File: src/rtl/udlx_pkg.sv
// Shared types and constants for the uDLX pipeline control slice.
package udlx_pkg;

  typedef enum logic {
    ST_RUN   = 1'b0,
    ST_FLUSH = 1'b1
  } ctrl_state_e;

  localparam int CNT_WIDTH_DEF = 16;

endpackage

File: src/rtl/sat_counter.sv
// Saturating up-counter with synchronous clear that overrides increment.
module sat_counter #(
  parameter int W = udlx_pkg::CNT_WIDTH_DEF
) (
  input  logic         clk,
  input  logic         rst_n,
  input  logic         inc,
  input  logic         clr,
  output logic [W-1:0] cnt
);

  logic [W-1:0] cnt_q;
  logic [W-1:0] cnt_d;

  always_comb begin
    cnt_d = cnt_q;
    if (clr) begin
      cnt_d = '0;
    end else if (inc && (cnt_q != {W{1'b1}})) begin
      cnt_d = cnt_q + 1'b1;
    end
  end

  always_ff @(posedge clk or negedge rst_n) begin
    if (!rst_n) begin
      cnt_q <= '0;
    end else begin
      cnt_q <= cnt_d;
    end
  end

  assign cnt = cnt_q;

endmodule

File: src/rtl/pipeline_ctrl.sv
// uDLX pipeline sequencer: PC/pipeline-register enables, stalls and flushes with
// priority memory-wait > redirect > flush window > load-use, plus perf counters.
module pipeline_ctrl
  import udlx_pkg::*;
#(
  parameter int PC_DATA_WIDTH  = 20,
  parameter int REG_ADDR_WIDTH = 5,
  parameter int FLUSH_CYCLES   = 1,
  parameter int CNT_WIDTH      = CNT_WIDTH_DEF
) (
  input  logic                      clk,
  input  logic                      rst_n,
  input  logic                      imem_ready,
  input  logic                      dmem_busy,
  input  logic                      branch_taken,
  input  logic [PC_DATA_WIDTH-1:0]  branch_target,
  input  logic                      ex_mem_read,
  input  logic [REG_ADDR_WIDTH-1:0] ex_rd,
  input  logic [REG_ADDR_WIDTH-1:0] id_rs1,
  input  logic [REG_ADDR_WIDTH-1:0] id_rs2,
  input  logic                      id_use_rs1,
  input  logic                      id_use_rs2,
  input  logic                      cnt_clr,
  output logic                      pc_en,
  output logic                      pc_redirect,
  output logic [PC_DATA_WIDTH-1:0]  pc_redirect_addr,
  output logic                      if_id_en,
  output logic                      if_id_stall,
  output logic                      if_id_flush,
  output logic                      id_ex_en,
  output logic                      id_ex_flush,
  output logic                      ex_mem_en,
  output logic                      mem_wb_en,
  output logic [CNT_WIDTH-1:0]      stall_cnt,
  output logic [CNT_WIDTH-1:0]      flush_cnt
);

  ctrl_state_e               state_q, state_d;
  logic [3:0]                fcnt_q, fcnt_d;
  logic                      pend_q, pend_d;
  logic [PC_DATA_WIDTH-1:0]  pend_addr_q, pend_addr_d;

  logic                      mem_stall;
  logic                      redir;
  logic                      lu_hit;
  logic                      lu_stall;
  logic [PC_DATA_WIDTH-1:0]  redir_tgt;

  assign mem_stall = !imem_ready || dmem_busy;
  assign redir     = branch_taken || pend_q;
  assign redir_tgt = pend_q ? pend_addr_q : branch_target;
  assign lu_hit    = ex_mem_read && (ex_rd != '0) &&
                     ((id_use_rs1 && (id_rs1 == ex_rd)) ||
                      (id_use_rs2 && (id_rs2 == ex_rd)));

  always_ff @(posedge clk or negedge rst_n) begin
    if (!rst_n) begin
      state_q     <= ST_RUN;
      fcnt_q      <= '0;
      pend_q      <= 1'b0;
      pend_addr_q <= '0;
    end else begin
      state_q     <= state_d;
      fcnt_q      <= fcnt_d;
      pend_q      <= pend_d;
      pend_addr_q <= pend_addr_d;
    end
  end

  always_comb begin
    state_d     = state_q;
    fcnt_d      = fcnt_q;
    pend_d      = pend_q;
    pend_addr_d = pend_addr_q;
    if (mem_stall) begin
      // Frozen pipeline: remember the most recent EX redirect for later.
      if (branch_taken) begin
        pend_d      = 1'b1;
        pend_addr_d = branch_target;
      end
    end else if (redir) begin
      pend_d = 1'b0;
      if (FLUSH_CYCLES > 1) begin
        state_d = ST_FLUSH;
        fcnt_d  = 4'(FLUSH_CYCLES - 1);
      end else begin
        state_d = ST_RUN;
        fcnt_d  = '0;
      end
    end else if (state_q == ST_FLUSH) begin
      fcnt_d = fcnt_q - 4'd1;
      if (fcnt_q == 4'd1) begin
        state_d = ST_RUN;
      end
    end
  end

  always_comb begin
    pc_en            = 1'b0;
    pc_redirect      = 1'b0;
    pc_redirect_addr = '0;
    if_id_en         = 1'b0;
    if_id_stall      = 1'b0;
    if_id_flush      = 1'b0;
    id_ex_en         = 1'b0;
    id_ex_flush      = 1'b0;
    ex_mem_en        = 1'b0;
    mem_wb_en        = 1'b0;
    lu_stall         = 1'b0;
    if (mem_stall) begin
      lu_stall = 1'b0;
    end else if (redir) begin
      pc_en            = 1'b1;
      pc_redirect      = 1'b1;
      pc_redirect_addr = redir_tgt;
      if_id_en         = 1'b1;
      if_id_flush      = 1'b1;
      id_ex_en         = 1'b1;
      id_ex_flush      = 1'b1;
      ex_mem_en        = 1'b1;
      mem_wb_en        = 1'b1;
    end else if (state_q == ST_FLUSH) begin
      pc_en       = 1'b1;
      if_id_en    = 1'b1;
      if_id_flush = 1'b1;
      id_ex_en    = 1'b1;
      ex_mem_en   = 1'b1;
      mem_wb_en   = 1'b1;
    end else if (lu_hit) begin
      // Hold PC and IF/ID, inject one bubble into EX.
      lu_stall    = 1'b1;
      if_id_en    = 1'b1;
      if_id_stall = 1'b1;
      id_ex_en    = 1'b1;
      id_ex_flush = 1'b1;
      ex_mem_en   = 1'b1;
      mem_wb_en   = 1'b1;
    end else begin
      pc_en     = 1'b1;
      if_id_en  = 1'b1;
      id_ex_en  = 1'b1;
      ex_mem_en = 1'b1;
      mem_wb_en = 1'b1;
    end
  end

  sat_counter #(.W(CNT_WIDTH)) u_stall_cnt (
    .clk   (clk),
    .rst_n (rst_n),
    .inc   (mem_stall || lu_stall),
    .clr   (cnt_clr),
    .cnt   (stall_cnt)
  );

  sat_counter #(.W(CNT_WIDTH)) u_flush_cnt (
    .clk   (clk),
    .rst_n (rst_n),
    .inc   (pc_redirect),
    .clr   (cnt_clr),
    .cnt   (flush_cnt)
  );

endmodule
File: config.mk
export PLATFORM = sky130hd
export DESIGN_NAME = pipeline_ctrl
export DESIGN_NICKNAME = d
export VERILOG_FILES = /design/src/rtl/udlx_pkg.sv /design/src/rtl/sat_counter.sv /design/src/rtl/pipeline_ctrl.sv
export SDC_FILE = /design/constraint.sdc
export NUM_CORES = 1
export LEC_CHECK = 0
export ABC_CLOCK_PERIOD_IN_PS = 5100
export CORE_MARGIN = 2
export CORE_UTILIZATION = 35
export DETAILED_ROUTE_END_ITERATION = 8
export HOLD_SLACK_MARGIN = 0.08
export PLACE_DENSITY_LB_ADDON = 0.08
export SLEW_MARGIN = 20
export SYNTH_ARGS = -nofsm -noshare
export SYNTH_HDL_FRONTEND = slang
export SYNTH_SLANG_ARGS = --single-unit
File: constraint.sdc
create_clock -name clk -period 5.1 [get_ports clk]
set_clock_uncertainty 0.2 [all_clocks]
set_input_delay 0.51 -clock clk [delete_from_list [all_inputs] [get_ports clk]]
set_output_delay 0.51 -clock clk [all_outputs]
set_load 0.01 [all_outputs]
==> impl_metrics.yaml, run 1 <==
power:
  ir_drop_v: 0.000126
  clockPowerShare: 0.470
  power_mw: 1.29
  switching_share: 0.224
  sequentialPowerShare: 0.393
  p_switching_mw: 0.288
  powerDensity_mw_per_mm2: 275
  power_frac_comb: 0.136
  p_int_mw: 1.00
  p_leak_nw: 1.91
grt:
  grt_max_degree: 59
  grt_pass1_vias: 2656
  gr-usage-all-layers: 0.160
  antenna_found_initial: 0
  grt_pass1_wl_um: 12900
  grt.overflow.total: 0
route:
  vias: 2783
  drc: 0
  wire_per_inst_um: 14.6
  ant_nets: 0
  drt_iter0_drc: 48
  drtPass1Iterations: 4
  via_per_inst: 5.13
  routed_wl_um: 7930
critical_path:
  arrival_ns: 2.83
  cp-startpoint: "ex_rd[1]"
  cp_data_required_time_ns: 4.39
  cp-endpoint: "pc_en"
  reg2reg_depth: 5
  critPathKind: "primary input to output pin"
  reg2reg_to: "u_stall_cnt.cnt[13]"
  path_max_fanout: 28
  crit_path_end_kind: "output pin"
  critical_path.startpoint_type: "primary input"
  reg2reg_from: "u_stall_cnt.cnt[0]"
  reg2reg_slack_ns: 2.49
logic_synthesis:
  synth.distinct_cells: 45
  seq_area_frac_synth: 0.440
  syn_area_per_cell_um2: 10.1
  syn_area_mm2: 0.00330
  synth_cells: 327
  synthArstFlopShare: 1.00
  syn_nets: 375
  synth_edf_count: 0
  ys.flop_type: "dfrtp_1"
  synth_seq_cells: 58
  ys_warn_count: 0
sta:
  fmax_mhz: 283
  rsz0062_at_grt: "false"
  fin_tns_setup_ns: 0
  setup_viol: 0
  slew-limit-headroom: 0.352
  slew_violations: 0
  fin_ws_ns: 1.56
  finalWorstPathRequiredPeriod_ns: 3.54
  post-route-period-util: 0.694
  tightest_slew_ns: 0.965
  hold_viol: 0
clock_tree:
  cts_root_buffer: "clkbuf_8"
  tritoncts: "yes"
  cts.hold.buffers_added: 0
  htreeDepth: 3
  worstSkewPairLatency_ns: 0.33
  cts_resized: 0
  cts_buffers: 9
  clk_path_buf_depth: 2
  cts_num_sinks: 58
  cts_setup_buffers: 0
  clk_pin_slew_worst_paths_ns: 0.07
floorplan:
  rows: 35
  start_util: 0.359
  pin_count: 105
  core_region_area_mm2: 0.00920
  die_y_um: 101
  die_area_mm2: 0.0102
  die_w_um: 101
finish:
  synthToLayoutAreaGrowth_pct: 42.4
  fin_nets: 475
  mostFrequentLayoutCells: "clkdlybuf4s50_1 (103), dfrtp_1 (57), nor2_1 (49), mux2i_1 (20), mux2_2 (20)"
  final_common_cell: "clkdlybuf4s50_1"
  drive_above_1_share: 0.139
  diodes: 0
status:
  status: "completed"
run:
  drv_cap: 0
placed_design:
  hpwl_um: 5410
  gp_congestion: 0.782
  dp_slack_ns: 1.54
  io_buffers: 104
hold_path:
  hold_class: "primary input to async pin"
==> worst min-delay path by stage <==
stage	to	slack, ns	startpoint
after floorplan	fcnt_q[0]	0.01	rst_n
after global placement	pend_addr_q[0]	0.29	pend_addr_q[0]
after detailed placement	pend_addr_q[8]	0.29	pend_addr_q[8]
after CTS	u_stall_cnt.cnt[2]	0.16	rst_n
after global routing	u_stall_cnt.cnt[2]	0.20	rst_n
final	u_stall_cnt.cnt[2]	0.12	rst_n
==> final cells by class <==
cell class | count | area (um2)
Tap cell | 111 | 139
Inverter | 7 | 26.3
Multi-Input combinational cell | 244 | 1730
Fill cell | 871 | 4500
Sequential cell | 58 | 1450
Clock inverter | 4 | 120
Clock buffer | 12 | 165
Timing Repair Buffer | 107 | 1060
==> flip-flops by register name, summed over array words and instances (netlist names) <==
signal / count
state_q: 1
pend_q: 1
fcnt_q: 4
pend_addr_q: 20
u_flush_cnt.cnt: 16
u_stall_cnt.cnt: 16
==> per-layer routing <==
layer,share of wire,GRT usage,vias to the layer above
met5,0,0,-
met4,0.013,0.0593,0
met3,0.053,0.0347,9
met2,0.46,0.255,69
met1,0.47,0.215,1351
li1,-,-,1354
==> cells in the mapped netlist (4+ instances only) <==
| master | number | area (um2) |
|---|---|---|
| a21oi_1 | 13 | 65.1 |
| and3_1 | 4 | 25.0 |
| clkbuf_1 | 11 | 41.3 |
| dfrtp_1 | 58 | 1450 |
| ha_1 | 4 | 50.1 |
| inv_1 | 5 | 18.8 |
| mux2_2 | 20 | 225 |
| mux2i_1 | 20 | 200 |
| nand2_1 | 17 | 63.8 |
| nand3_1 | 13 | 65.1 |
| nand4_1 | 14 | 87.6 |
| nor2_1 | 49 | 184 |
| nor2b_1 | 6 | 37.5 |
| nor4_1 | 4 | 25.0 |
| o31ai_1 | 8 | 60.1 |
| or3_1 | 4 | 25.0 |
| or4_1 | 9 | 67.6 |
| xnor2_1 | 14 | 123 |
| xor2_1 | 13 | 114 |
==> worst max-delay path, stage by stage <==
cell	delay, ns
clkdlybuf4s50_1	0.46
or4_1	0.57
nor2_2	0.12
nor3b_2	0.08
a31oi_4	0.18
buf_4	0.31
clkdlybuf4s50_1	0.59
==> stage by stage <==
step	hold WS [ns]	instances	area, um2	utilization
6_report	0.120	543	4700	0.511
3_5_place_dp	0.294	527	4410	0.480
3_3_place_gp	0.286	527	4400	0.479
2_1_floorplan	0.0144	327	3300	-
5_1_grt	0.198	543	4700	0.511
4_1_cts	0.162	543	4700	0.511
==> logic make-up (layout without fill, tap and decap cells) <==
family / count (synthesis) / in the layout / share of synthesized area
buffers and inverters: 25 / 130 / 0.0372
DFF: 58 / 58 / 0.440
xor gates and xnor gates: 27 / 27 / 0.0717
adders and majority gates: 4 / 4 / 0.0152
and+or+nand+nor: 137 / 137 / 0.223
muxes: 45 / 45 / 0.150
AOI/OAI and AO/OA: 31 / 31 / 0.0630
==> power groups by stage <==
stage | Clock, mW | Sequential, mW | Combinational (mW)
finish | 0.606 | 0.507 | 0.176
global route | 0.636 | 0.511 | 0.194
CTS | 0.618 | 0.508 | 0.180
detailed placement | 0 | 0.517 | 0.179
global placement | 0 | 0.515 | 0.177
floorplan | 0 | 0.506 | 0.0968
No activity file was read; power rests on OpenSTA's default activity.
==> run 2, diff against run 1 <==
ABC_CLOCK_PERIOD_IN_PS = 3100   (was 5100)
clock period = 3.1 ns   (was 5.1 ns; I/O delays follow)
==> impl_metrics.yaml, run 2 (synthesis results as in run 1) <==
clock_tree:
  tritoncts: "yes"
  htreeDepth: 3
  cts_resized: 0
  cts_setup_buffers: 0
  clk_path_buf_depth: 2
  cts_num_sinks: 58
  cts_buffers: 9
  worstSkewPairLatency_ns: 0.33
  clk_pin_slew_worst_paths_ns: 0.06
  cts.hold.buffers_added: 1
  cts_root_buffer: "clkbuf_8"
finish:
  synthToLayoutAreaGrowth_pct: 43.2
  fill_cells: 864
  final_common_cell: "clkdlybuf4s50_1"
  area.sequential_mm2: 0.00145
  final_util: 0.513
  multi_input_area_mm2: 0.00173
  largest_register_ffs: 20
  diodes: 0
  mostFrequentLayoutCells: "clkdlybuf4s50_1 (103), dfrtp_1 (58), nor2_1 (49), mux2i_1 (20), mux2_2 (20)"
  drive_above_1_share: 0.157
  largest-register: "pend_addr_q"
  fin_nets: 488
hold_path:
  holdPathStages: 1
  worst_hold_path.endpoint: "pend_addr_q[12]"
  worstHoldStart: "pend_addr_q[12]"
  hold_class: "flip-flop to flip-flop"
floorplan:
  die_y_um: 101
  rows: 35
  die_area_mm2: 0.0102
  pin_count: 105
  die_w_um: 101
  core_region_area_mm2: 0.00920
  start_util: 0.359
placed_design:
  io_buffers: 104
  hpwl_um: 5940
  gp_congestion: 0.751
power:
  powerDensity_mw_per_mm2: 405
  ir_drop_v: 0.000208
  p_leak_nw: 1.95
  power_mw: 1.91
route:
  via_per_inst: 5.10
  wire_per_inst_um: 14.8
  vias: 2834
  drtPass1Iterations: 4
  routed_wl_um: 8230
  ant_nets: 0
  drt_iter0_drc: 46
  drc: 0
grt:
  gr-usage-met3: 0.0298
  antenna_found_initial: 0
  gr-usage-met2: 0.269
  grt_busiest_layer: "met2"
  grt_pass1_wl_um: 13700
  grt_use_met1: 0.232
  grt.overflow.total: 0
  grt_max_degree: 29
  gr-usage-all-layers: 0.170
  grt_pass1_vias: 2738
critical_path:
  reg2reg_slack_ns: 0.66
  arrival_ns: 2.34
  crit_path_end_kind: "output pin"
  cp_data_required_time_ns: 2.59
  reg2reg_depth: 6
  reg2reg_to: "u_stall_cnt.cnt[13]"
  path_max_fanout: 3
  critical_path.startpoint_type: "primary input"
  reg2reg_from: "u_stall_cnt.cnt[0]"
  critPathKind: "primary input to output pin"
sta:
  hold_viol: 0
  fin_tns_setup_ns: 0
  fmax_mhz: 351
  tightest_slew_ns: 0.697
  post-route-period-util: 0.918
  rsz0062_at_grt: "false"
  slew-limit-headroom: 0.534
  finalWorstPathRequiredPeriod_ns: 2.85
  setup_viol: 0
  slew_violations: 0
status:
  status: "completed"
run:
  drv_cap: 0
[run 2: metrics by stage]
stage | cells | hold slack (ns) | cell area [um2] | setup WS, ns
floorplan | 327 | -0.186 | 3300 | 0.926
global placement | 539 | 0.169 | 4490 | 0.262
detailed placement | 539 | 0.177 | 4490 | 0.248
CTS | 556 | 0.309 | 4720 | 0.228
global route | 556 | 0.319 | 4720 | 0.155
finish | 556 | 0.305 | 4720 | 0.254
[run 2: how the worst max path moves through the flow]
| stage | start | to | cells after the start |
|---|---|---|---|
| final | ex_rd[1] | pc_en | 6 |
| after global routing | ex_rd[1] | pc_en | 6 |
| after CTS | ex_rd[1] | pc_en | 6 |
| after detailed placement | ex_rd[1] | pc_en | 6 |
| after global placement | ex_rd[1] | pc_en | 6 |
| after floorplan | u_stall_cnt.cnt[2] | u_stall_cnt.cnt[11] | 7 |
[run 2: power by group]
part	switching (mW)	total (mW)	leakage (nW)	internal, mW
Sequential	0.0238	0.821	0.760	0.797
Clock	0.305	0.776	0.109	0.472
Combinational	0.138	0.315	1.08	0.177
[run 2: layout make-up]
cell class / instances / area share
Sequential cell: 58 / 0.307
Timing Repair Buffer: 120 / 0.245
Clock buffer: 11 / 0.0299
Inverter: 7 / 0.00557
Multi-Input combinational cell: 244 / 0.366
Tap cell: 111 / 0.0294
Clock inverter: 5 / 0.0164
[run 2: critical path: stages]
cell and delay, ns:
clkdlybuf4s50_1 0.47, or4_1 0.57, nor2_2 0.12, nor3b_2 0.08
a31oi_4 0.22, clkdlybuf4s50_1 0.57
[run 2: layer usage]
metal	routed length, um	vias up
li1	-	1382
met1	3840	1367
met2	3850	72
met3	384	13
met4	153	0
met5	0	-
